[config.mk]
export PLATFORM = sky130hd
export DESIGN_NAME = jt12_snd_mixer
export DESIGN_NICKNAME = d
export VERILOG_FILES = /design/src/rtl/jt12_snd_mixer.sv
export SDC_FILE = /design/constraint.sdc
export NUM_CORES = 1
export LEC_CHECK = 0
export ABC_CLOCK_PERIOD_IN_PS = 13300
export BUFFER_PORTS_ARGS = -buffer_cell sky130_fd_sc_hd__buf_2
export CAP_MARGIN = 5
export CORE_ASPECT_RATIO = 0.75
export CORE_MARGIN = 3
export CORE_UTILIZATION = 60
export CTS_CLUSTER_SIZE = 10
export DETAILED_ROUTE_END_ITERATION = 8
export PLACE_DENSITY = 0.86
export SLEW_MARGIN = 20
export SYNTH_ARGS = -nofsm -noshare
export SYNTH_HDL_FRONTEND = slang
export SYNTH_SLANG_ARGS = --single-unit
[constraint.sdc]
create_clock -name clk -period 13.3 [get_ports clk]
set_input_delay 0.665 -clock clk [delete_from_list [all_inputs] [get_ports clk]]
set_output_delay 0.665 -clock clk [all_outputs]
set_load 0.02 [all_outputs]
[src/rtl/jt12_snd_mixer.sv]
// Latches one FM stereo pair plus a PSG level per strobe, mixes them with independent
// gains through one shared multiplier, saturates, and offers the sample over valid/ready.
module jt12_snd_mixer #(
  parameter int FM_W   = 16,
  parameter int PSG_W  = 10,
  parameter int OUT_W  = 16,
  parameter int GAIN_W = 8,
  parameter int STEREO = 1
) (
  input  logic                     clk,
  input  logic                     rst_n,
  input  logic                     cen,
  input  logic                     snd_sample,
  input  logic signed [FM_W-1:0]   fm_l,
  input  logic signed [FM_W-1:0]   fm_r,
  input  logic        [PSG_W-1:0]  psg,
  input  logic        [GAIN_W-1:0] gain_fm,
  input  logic        [GAIN_W-1:0] gain_psg,
  input  logic                     mute,
  output logic signed [OUT_W-1:0]  snd_left,
  output logic signed [OUT_W-1:0]  snd_right,
  output logic                     out_valid,
  input  logic                     out_ready,
  output logic                     ovf,
  output logic                     drop,
  input  logic                     flag_clr
);

  localparam int ACC_W = FM_W + GAIN_W + 2;

  typedef enum logic [2:0] {IDLE, MPSG, ML, MR, HOLD} state_t;

  state_t                    state_q, state_d;
  logic signed [FM_W-1:0]    fm_l_q, fm_l_d, fm_r_q, fm_r_d;
  logic        [PSG_W-1:0]   psg_q, psg_d;
  logic        [GAIN_W-1:0]  gain_fm_q, gain_fm_d, gain_psg_q, gain_psg_d;
  logic signed [ACC_W-1:0]   p_q, p_d;
  logic signed [OUT_W-1:0]   left_q, left_d;
  logic                      left_clip_q, left_clip_d;
  logic signed [OUT_W-1:0]   snd_left_q, snd_left_d, snd_right_q, snd_right_d;
  logic                      ovf_q, ovf_d, drop_q, drop_d;
  logic                      ovf_set, drop_set;

  logic signed [PSG_W:0]     psg_s;
  logic signed [FM_W:0]      psg_al;
  logic signed [FM_W:0]      mul_a;
  logic        [GAIN_W-1:0]  mul_g;
  logic signed [ACC_W-1:0]   mul_a_x, mul_b_x, prod, acc;
  logic        [OUT_W:0]     sat_res;

  // Returns {clip, value}: acc scaled back from Q.4 and clamped to the output range.
  function automatic logic [OUT_W:0] sat_fn(input logic signed [ACC_W-1:0] a);
    logic signed [ACC_W-1:0] sh;
    sh = a >>> 4;
    if ((&sh[ACC_W-1:OUT_W-1]) || !(|sh[ACC_W-1:OUT_W-1]))
      return {1'b0, sh[OUT_W-1:0]};
    else if (sh[ACC_W-1])
      return {1'b1, 1'b1, {(OUT_W-1){1'b0}}};
    else
      return {1'b1, 1'b0, {(OUT_W-1){1'b1}}};
  endfunction

  // Offset-binary PSG to signed is just an MSB inversion plus sign extension.
  assign psg_s  = {~psg_q[PSG_W-1], ~psg_q[PSG_W-1], psg_q[PSG_W-2:0]};
  assign psg_al = (FM_W+1)'(psg_s) <<< (FM_W - PSG_W);

  always_comb begin
    mul_a = (FM_W+1)'(fm_l_q);
    mul_g = gain_fm_q;
    case (state_q)
      MPSG:    begin mul_a = psg_al; mul_g = gain_psg_q; end
      MR:      mul_a = (FM_W+1)'(fm_r_q);
      default: ;
    endcase
  end

  assign mul_a_x = ACC_W'(mul_a);
  assign mul_b_x = ACC_W'(mul_g);
  assign prod    = mul_a_x * mul_b_x;
  assign acc     = prod + p_q;
  assign sat_res = sat_fn(acc);

  always_comb begin
    state_d     = state_q;
    fm_l_d      = fm_l_q;
    fm_r_d      = fm_r_q;
    psg_d       = psg_q;
    gain_fm_d   = gain_fm_q;
    gain_psg_d  = gain_psg_q;
    p_d         = p_q;
    left_d      = left_q;
    left_clip_d = left_clip_q;
    snd_left_d  = snd_left_q;
    snd_right_d = snd_right_q;
    ovf_set     = 1'b0;
    drop_set    = cen && snd_sample && (state_q != IDLE);
    case (state_q)
      IDLE: if (cen && snd_sample) begin
        fm_l_d     = fm_l;
        fm_r_d     = fm_r;
        psg_d      = psg;
        gain_fm_d  = mute ? '0 : gain_fm;
        gain_psg_d = mute ? '0 : gain_psg;
        state_d    = MPSG;
      end
      MPSG: if (cen) begin
        p_d     = prod;
        state_d = ML;
      end
      ML: if (cen) begin
        if (STEREO != 0) begin
          left_d      = sat_res[OUT_W-1:0];
          left_clip_d = sat_res[OUT_W];
          state_d     = MR;
        end else begin
          snd_left_d  = sat_res[OUT_W-1:0];
          snd_right_d = sat_res[OUT_W-1:0];
          ovf_set     = sat_res[OUT_W];
          state_d     = HOLD;
        end
      end
      MR: if (cen) begin
        snd_left_d  = left_q;
        snd_right_d = sat_res[OUT_W-1:0];
        ovf_set     = left_clip_q | sat_res[OUT_W];
        state_d     = HOLD;
      end
      HOLD: if (out_ready) state_d = IDLE;
      default: state_d = IDLE;
    endcase
    // A set on the same edge as a clear wins.
    ovf_d  = (ovf_q  && !flag_clr) || ovf_set;
    drop_d = (drop_q && !flag_clr) || drop_set;
  end

  always_ff @(posedge clk or negedge rst_n) begin
    if (!rst_n) begin
      state_q     <= IDLE;
      fm_l_q      <= '0;
      fm_r_q      <= '0;
      psg_q       <= '0;
      gain_fm_q   <= '0;
      gain_psg_q  <= '0;
      p_q         <= '0;
      left_q      <= '0;
      left_clip_q <= 1'b0;
      snd_left_q  <= '0;
      snd_right_q <= '0;
      ovf_q       <= 1'b0;
      drop_q      <= 1'b0;
    end else begin
      state_q     <= state_d;
      fm_l_q      <= fm_l_d;
      fm_r_q      <= fm_r_d;
      psg_q       <= psg_d;
      gain_fm_q   <= gain_fm_d;
      gain_psg_q  <= gain_psg_d;
      p_q         <= p_d;
      left_q      <= left_d;
      left_clip_q <= left_clip_d;
      snd_left_q  <= snd_left_d;
      snd_right_q <= snd_right_d;
      ovf_q       <= ovf_d;
      drop_q      <= drop_d;
    end
  end

  assign snd_left  = snd_left_q;
  assign snd_right = snd_right_q;
  assign out_valid = (state_q == HOLD);
  assign ovf       = ovf_q;
  assign drop      = drop_q;

endmodule

# == Word-level counts from Yosys, hierarchy flattened ==
# Index checks and enable logic that the tools add are counted.
# totals
reg_bits,138
in_bits,65
word_cells,58
out_inout_bits,35
# classes
n_eq_ne,9
n_mux,14
n_bitwise,2
multipliers,1
reduce_logical,18
add_sub_neg,1
# op_table
op,count
$pmux W17 S2,1
$add A26 B26 Y26,1
$mul A17 B9 Y26,1
$mux W8,3
$mux W17,1
$mux W16,1
$mux W3,5
$pmux W3 S5,1
$ne A2 B2 Y1 const B,4
$reduce_and A2 Y1,4
$reduce_and A7 Y1,1
$reduce_or A7 Y1,1
$eq A3 B2 Y1 const B,2
$reduce_and A5 Y1,1
$logic_and A1 B1 Y1,4
$eq A3 B1 Y1 const B,1
$eq A3 B3 Y1 const B,1
$logic_not A3 Y1,1
$logic_or A1 B1 Y1,3
$reduce_bool A3 Y1,1
$logic_not A1 Y1,2
$mux W1,2
$ne A2 B1 Y1 const B,1
$not A1 Y1,1
$or A1 B1 Y1,1

# == Longest topological paths before layout ==
# depth
ltp_word,12
mapped_depth,38
ltp_nobuf,34

# == Worst setup path before layout ==
# Ideal clock, no wire load.
# synth_timing
path_type,reg-to-reg
startpoint,register state_q[1]
endpoint,"register snd_right_q[0], in the netlist snd_right[0]"
n_path_buf,4
period_less_slack_ps,8259
required_time_ps,13174
arrival_time_ps,8133
path_stages_with_launch,36
setup_time_ps,126
setup_slack_ps,5041
path_cell_list,dfrtp_1 clkbuf_1 nor3b_4 clkbuf_1 mux2_2 clkbuf_1 nand2_1 fa_1 inv_1 ha_1 ha_1 inv_1 fa_1 inv_1 ha_1 fa_1 a21o_1 a21oi_1 o21bai_1 a21oi_1 o21bai_1 a211o_1 a211oi_1 o31ai_1 xor2_1 ha_1 clkbuf_1 a21o_1 a21oi_1 o22ai_1 a211oi_2 a21oi_2 xor2_1 xnor2_1 nand2_1 a221o_1
# synth_between
elab_chain_cells,8
word_cells_on_any_way,13
cone_classes,add/sub (1); mul (1); eq/ne (2); mux (4); reduce/logical (5)
# synth_rtl
item,line_no,text
start: declaration,33,"state_t state_q, state_d;"
start signal: assignment,152,state_q <= state_d;
$eq A3 B2 Y1 or $eq A3 B1 Y1 (tied branches),70,case (state_q)
$pmux W17 S2 or $mux W8 (tied branches),70,
$mul A17 B9 Y26 *,79,assign prod = mul_a_x * mul_b_x;
named net prod[18],48,"logic signed [ACC_W-1:0] mul_a_x, mul_b_x, prod, acc;"
$add A26 B26 Y26 *,80,assign acc = prod + p_q;
$reduce_or A7 Y1,55,if ((&sh[ACC_W-1:OUT_W-1]) || !(|sh[ACC_W-1:OUT_W-1]))
$logic_not A1 Y1,55,
$logic_or A1 B1 Y1,55,
$mux W17 *,55,
end signal: assignment,162,snd_right_q <= snd_right_d;
end: declaration,40,"logic signed [OUT_W-1:0] snd_left_q, snd_left_d, snd_right_q, snd_right_d;"
# Mark *: on every way through the listed nets, which the timed path passes. The rest lies on a longest branch.
# A chain may end at the register's enable or synchronous reset.

# == Final worst setup path ==
# layout_timing
startpoint,register state_q[1]
endpoint,register left_q[2]
# layout_between
elab_chain_cells,8
word_cells_on_any_way,14
cone_classes,add/sub (1); mul (1); eq/ne (3); mux (4); reduce/logical (5)
# layout_rtl
item,line_no,text
$eq A3 B2 Y1 or $eq A3 B1 Y1 (tied branches),70,
$pmux W17 S2 or $mux W8 (tied branches),70,
$mul A17 B9 Y26 *,79,
named net prod[19],48,
$add A26 B26 Y26 *,80,
$reduce_or A7 Y1,55,
$logic_not A1 Y1,55,
$logic_or A1 B1 Y1,55,
$mux W17 *,55,
end signal: assignment,159,left_q <= left_d;
end: declaration,38,"logic signed [OUT_W-1:0] left_q, left_d;"
# Marked as above.

==> metrics.md <==
| Metric | Value |
|---|---|
| Vias | `roughly 9000` |
| Compound-cell area share of the yosys netlist | `between 10 and 15%` |
| Count of final hold-check violations | `0` |
| Critical Path Max Stage Delay | `0.90 ns` |
| Setup WS pre-CTS | `roughly 3.2 ns` |
| DP Area | `about 0.012 mm2` |
| Routability Congestion | `~0.9` |
| Period minus WS final | `9.73 ns` |
| Worst slew margin | `29.3%` |
| Async SR Flop Fraction | `100%` |
| Top post-synthesis cells by area | `dfrtp_1 (29%), fa_1 (18%), ha_1 (8.0%)` |
| Seq cells post-synth | `approximately 140` |
| FP Rows | `43` |
| WP data required | `13.58 ns` |
| TNS Setup | `0 ns` |
| Distinct cells, synth | `62` |
| Final Instance Area | `roughly 0.013 mm2` |
| DR vias/cell | `just under 6` |
| Worst hold path type | `in -> async` |
| Largest area contributor in the netlist | `dfrtp_1` |
| Period Utilization, post-route | `between 70% and 80%` |
| Post-synth EDFFs | `0` |
| Main flop type after synthesis | `dfrtp_1` |
| Slew @ Worst Pin | `between 1 and 1.5 ns` |
| Slowest CP cell | `mux2i_1` |
| Most instantiated cells after synthesis | `inv_1 (158), nand2_1 (152), dfrtp_1 (138), nor2_1 (109), fa_1 (104)` |
| Fmax achieved | `between 100 and 150 MHz` |
| Clk slew on worst S/H paths | `around 0.07 ns` |
| Final setup vio count | `0` |
| Initial antenna violation count | `0` |
| H-tree levels | `4` |
| FILL cells | `around 1400` |
| Post-synthesis mux area share | `8.80%` |
| Synth warn | `0` |
| Hold buffers post-CTS | `0` |
| TritonCTS Sinks | `between 100 and 150` |
| Post-synth top area share | `~29%` |
| CTS Buf Count | `17` |
| NumNets Final | `approximately 1600` |
| Detailed placement HPWL | `20700 um` |
| Largest family of logic cells by synthesized area | `adder cells` |
| Simple-gate portion of the synthesized area | `a little over an eighth` |
| TritonCTS clock tree | `built` |
| Pre-antenna DRT Iters | `7` |
| Clk_lat worst skew | `approximately 0.44 ns` |
| CTS root buf | `clkbuf_16` |
| WS Path Type | `reg -> reg` |
| Die Ht | `~130 um` |
| Die ar. | `about 0.021 mm2` |
| Largest net degree at the start of global routing | `80` |
| PortBufs | `just under 100` |
| Initial Util | `between 60% and 70%` |
| Die X | `between 150 and 200 um` |
| Share of post-route cells with drive strength above 1 | `a little under a fifth` |
| Clock tree buffer depth | `2` |
| Outcome | `finished, final reports clean` |
| Layout Skew | `between 0.01 and 0.015 ns` |
| Detailed Route WL | `between 20000 and 30000 um` |
| Worst setup EP type | `flop` |
| Most used cell along the critical path | `fa_1` |
| Core area | `0.0189 mm2` |
| Gate Count Post-Synth | `roughly 1200` |
| Global Route Usage Sum | `25.9%` |
| Post-route ant nets | `0` |
| Drt drc | `0` |
| Max_cap viols | `0` |
| Max-slew violation count | `0` |
| GRT overflow | `0` |
| Syn Std Cell Area | `roughly 0.012 mm2` |
| Average size of a mapped cell | `9.59 um2` |
| Count leader, synth | `inv_1` |
| Post-Syn Nets | `around 1500` |
| Vias in the first global route | `between 9000 and 10000` |
| Post-synthesis adder-cell area fraction | `25.6%` |
| Critical path startpoint category | `flop` |
| Final hold slack | `between 0.15 and 0.2 ns` |
| Iteration-0 DRC Markers | `729` |
| I/O Pins | `100` |
| Syn-to-layout area delta | `11.1%` |
| Post-cts gate resize count | `0` |
| XOR/XNOR Fraction of Synth Area | `roughly 3.2%` |
| RSZ-0062 raised after global routing | `no` |
| DR WL/cell | `between 15 and 20 um` |
| Reg-to-reg slack, setup | `~3.6 ns` |
| Worst Path Arrival | `roughly 10 ns` |
| CP Max Fanout | `27` |
| First-pass GRT wire length | `about 45000 um` |
| Setup WS post-layout | `approximately 3.6 ns` |
| Diode count | `0` |
| Post-synthesis sequential area ratio | `between 20% and 30%` |
| Post-CTS setup buffer count | `0` |
## logic make-up (layout without fill, tap and decap cells)
| family | Yosys count | after routing |
|---|---|---|
| AOI/OAI and AO/OA | 213 | 213 |
| xor gates and xnor gates | 43 | 43 |
| adders and majority gates | 179 | 179 |
| muxes | 94 | 94 |
| buffers and inverters | 204 | 299 |
| DFF | 138 | 138 |
| and+or+nand+nor | 357 | 357 |
## registers in the layout (all words and copies together), names as in the netlist
signal,cells
state_q,3
psg_q,10
snd_left,16
left_q,16
drop,1
p_q,26
ovf,1
fm_l_q,16
fm_r_q,16
gain_fm_q,8
left_clip_q,1
snd_right,16
gain_psg_q,8
## cells in the final DEF, fill, tap and decap left out, drive strengths merged, types with 3 or more instances in the layout
master,instances
inv,164
nand2,152
dfrtp,138
nor2,109
buf,109
fa,104
mux2,77
ha,75
a21oi,54
o21ai,50
xnor2,30
nand2b,22
a21o,21
clkbuf,19
a211oi,18
mux2i,17
o21a,15
a221o,15
nand3,15
xor2,13
and3,11
o21bai,10
nor3,9
nand4,8
o211ai,7
and2,6
nor2b,5
o31ai,5
clkinv,4
or2,4
or3,4
o31a,3
nor4,3
## path summary, 6_finish.rpt
| kind | startpoint | endpoint | cells after the start |
|---|---|---|---|
| min in group clk | out_ready | state_q[2] | 2 |
| hold / removal | rst_n | p_q[18] | 1 |
| max in group asynchronous | rst_n | state_q[1] | 2 |
| setup / recovery | state_q[1] | left_q[2] | 27 |
| setup reg to reg | state_q[1] | left_q[2] | 27 |
| hold reg to reg | gain_psg_q[2] | gain_psg_q[2] | 2 |
## per-stage QoR
step / instances / util (%)
final: 1570 / 69.3
after global routing: 1570 / 69.3
after CTS: 1570 / 69.3
after detailed placement: 1538 / 66.1
after global placement: 1538 / 66.1
after floorplan: 1228 / -
## metal layers
metal / track usage (%) / up-vias / wire length [um]
met1: 35.6 / 4543 / 11500
li1: - / 4229 / -
met4: 5.96 / 2 / 382
met5: 2.52 / - / 72
met3: 7.02 / 39 / 2230
met2: 41.2 / 298 / 12800
## area by class of cell
type / instances / area (um2) / area share, %
well taps: 247 / 309 / 2.36
clock inverters: 13 / 158 / 1.20
flip-flops and latches: 138 / 3450 / 26.4
inverters: 158 / 593 / 4.53
repair buffers: 109 / 577 / 4.41
multi-input cells: 886 / 7550 / 57.7
clock buffers: 19 / 443 / 3.38
## worst max-delay path, delay by kind of cell, from the launching register on
kind,cells,cell delay [ns]
xor gates and xnor gates,3,0.85
DFF,1,0.63
buffers and inverters,2,0.09
and+or+nand+nor,6,2.34
muxes,1,0.90
adders and majority gates,6,2.65
AOI/OAI and AO/OA,9,2.11
Power is left out: the tool's default activity adds up to more than one toggle a clock period on the data nets, which glitch-free logic cannot reach.
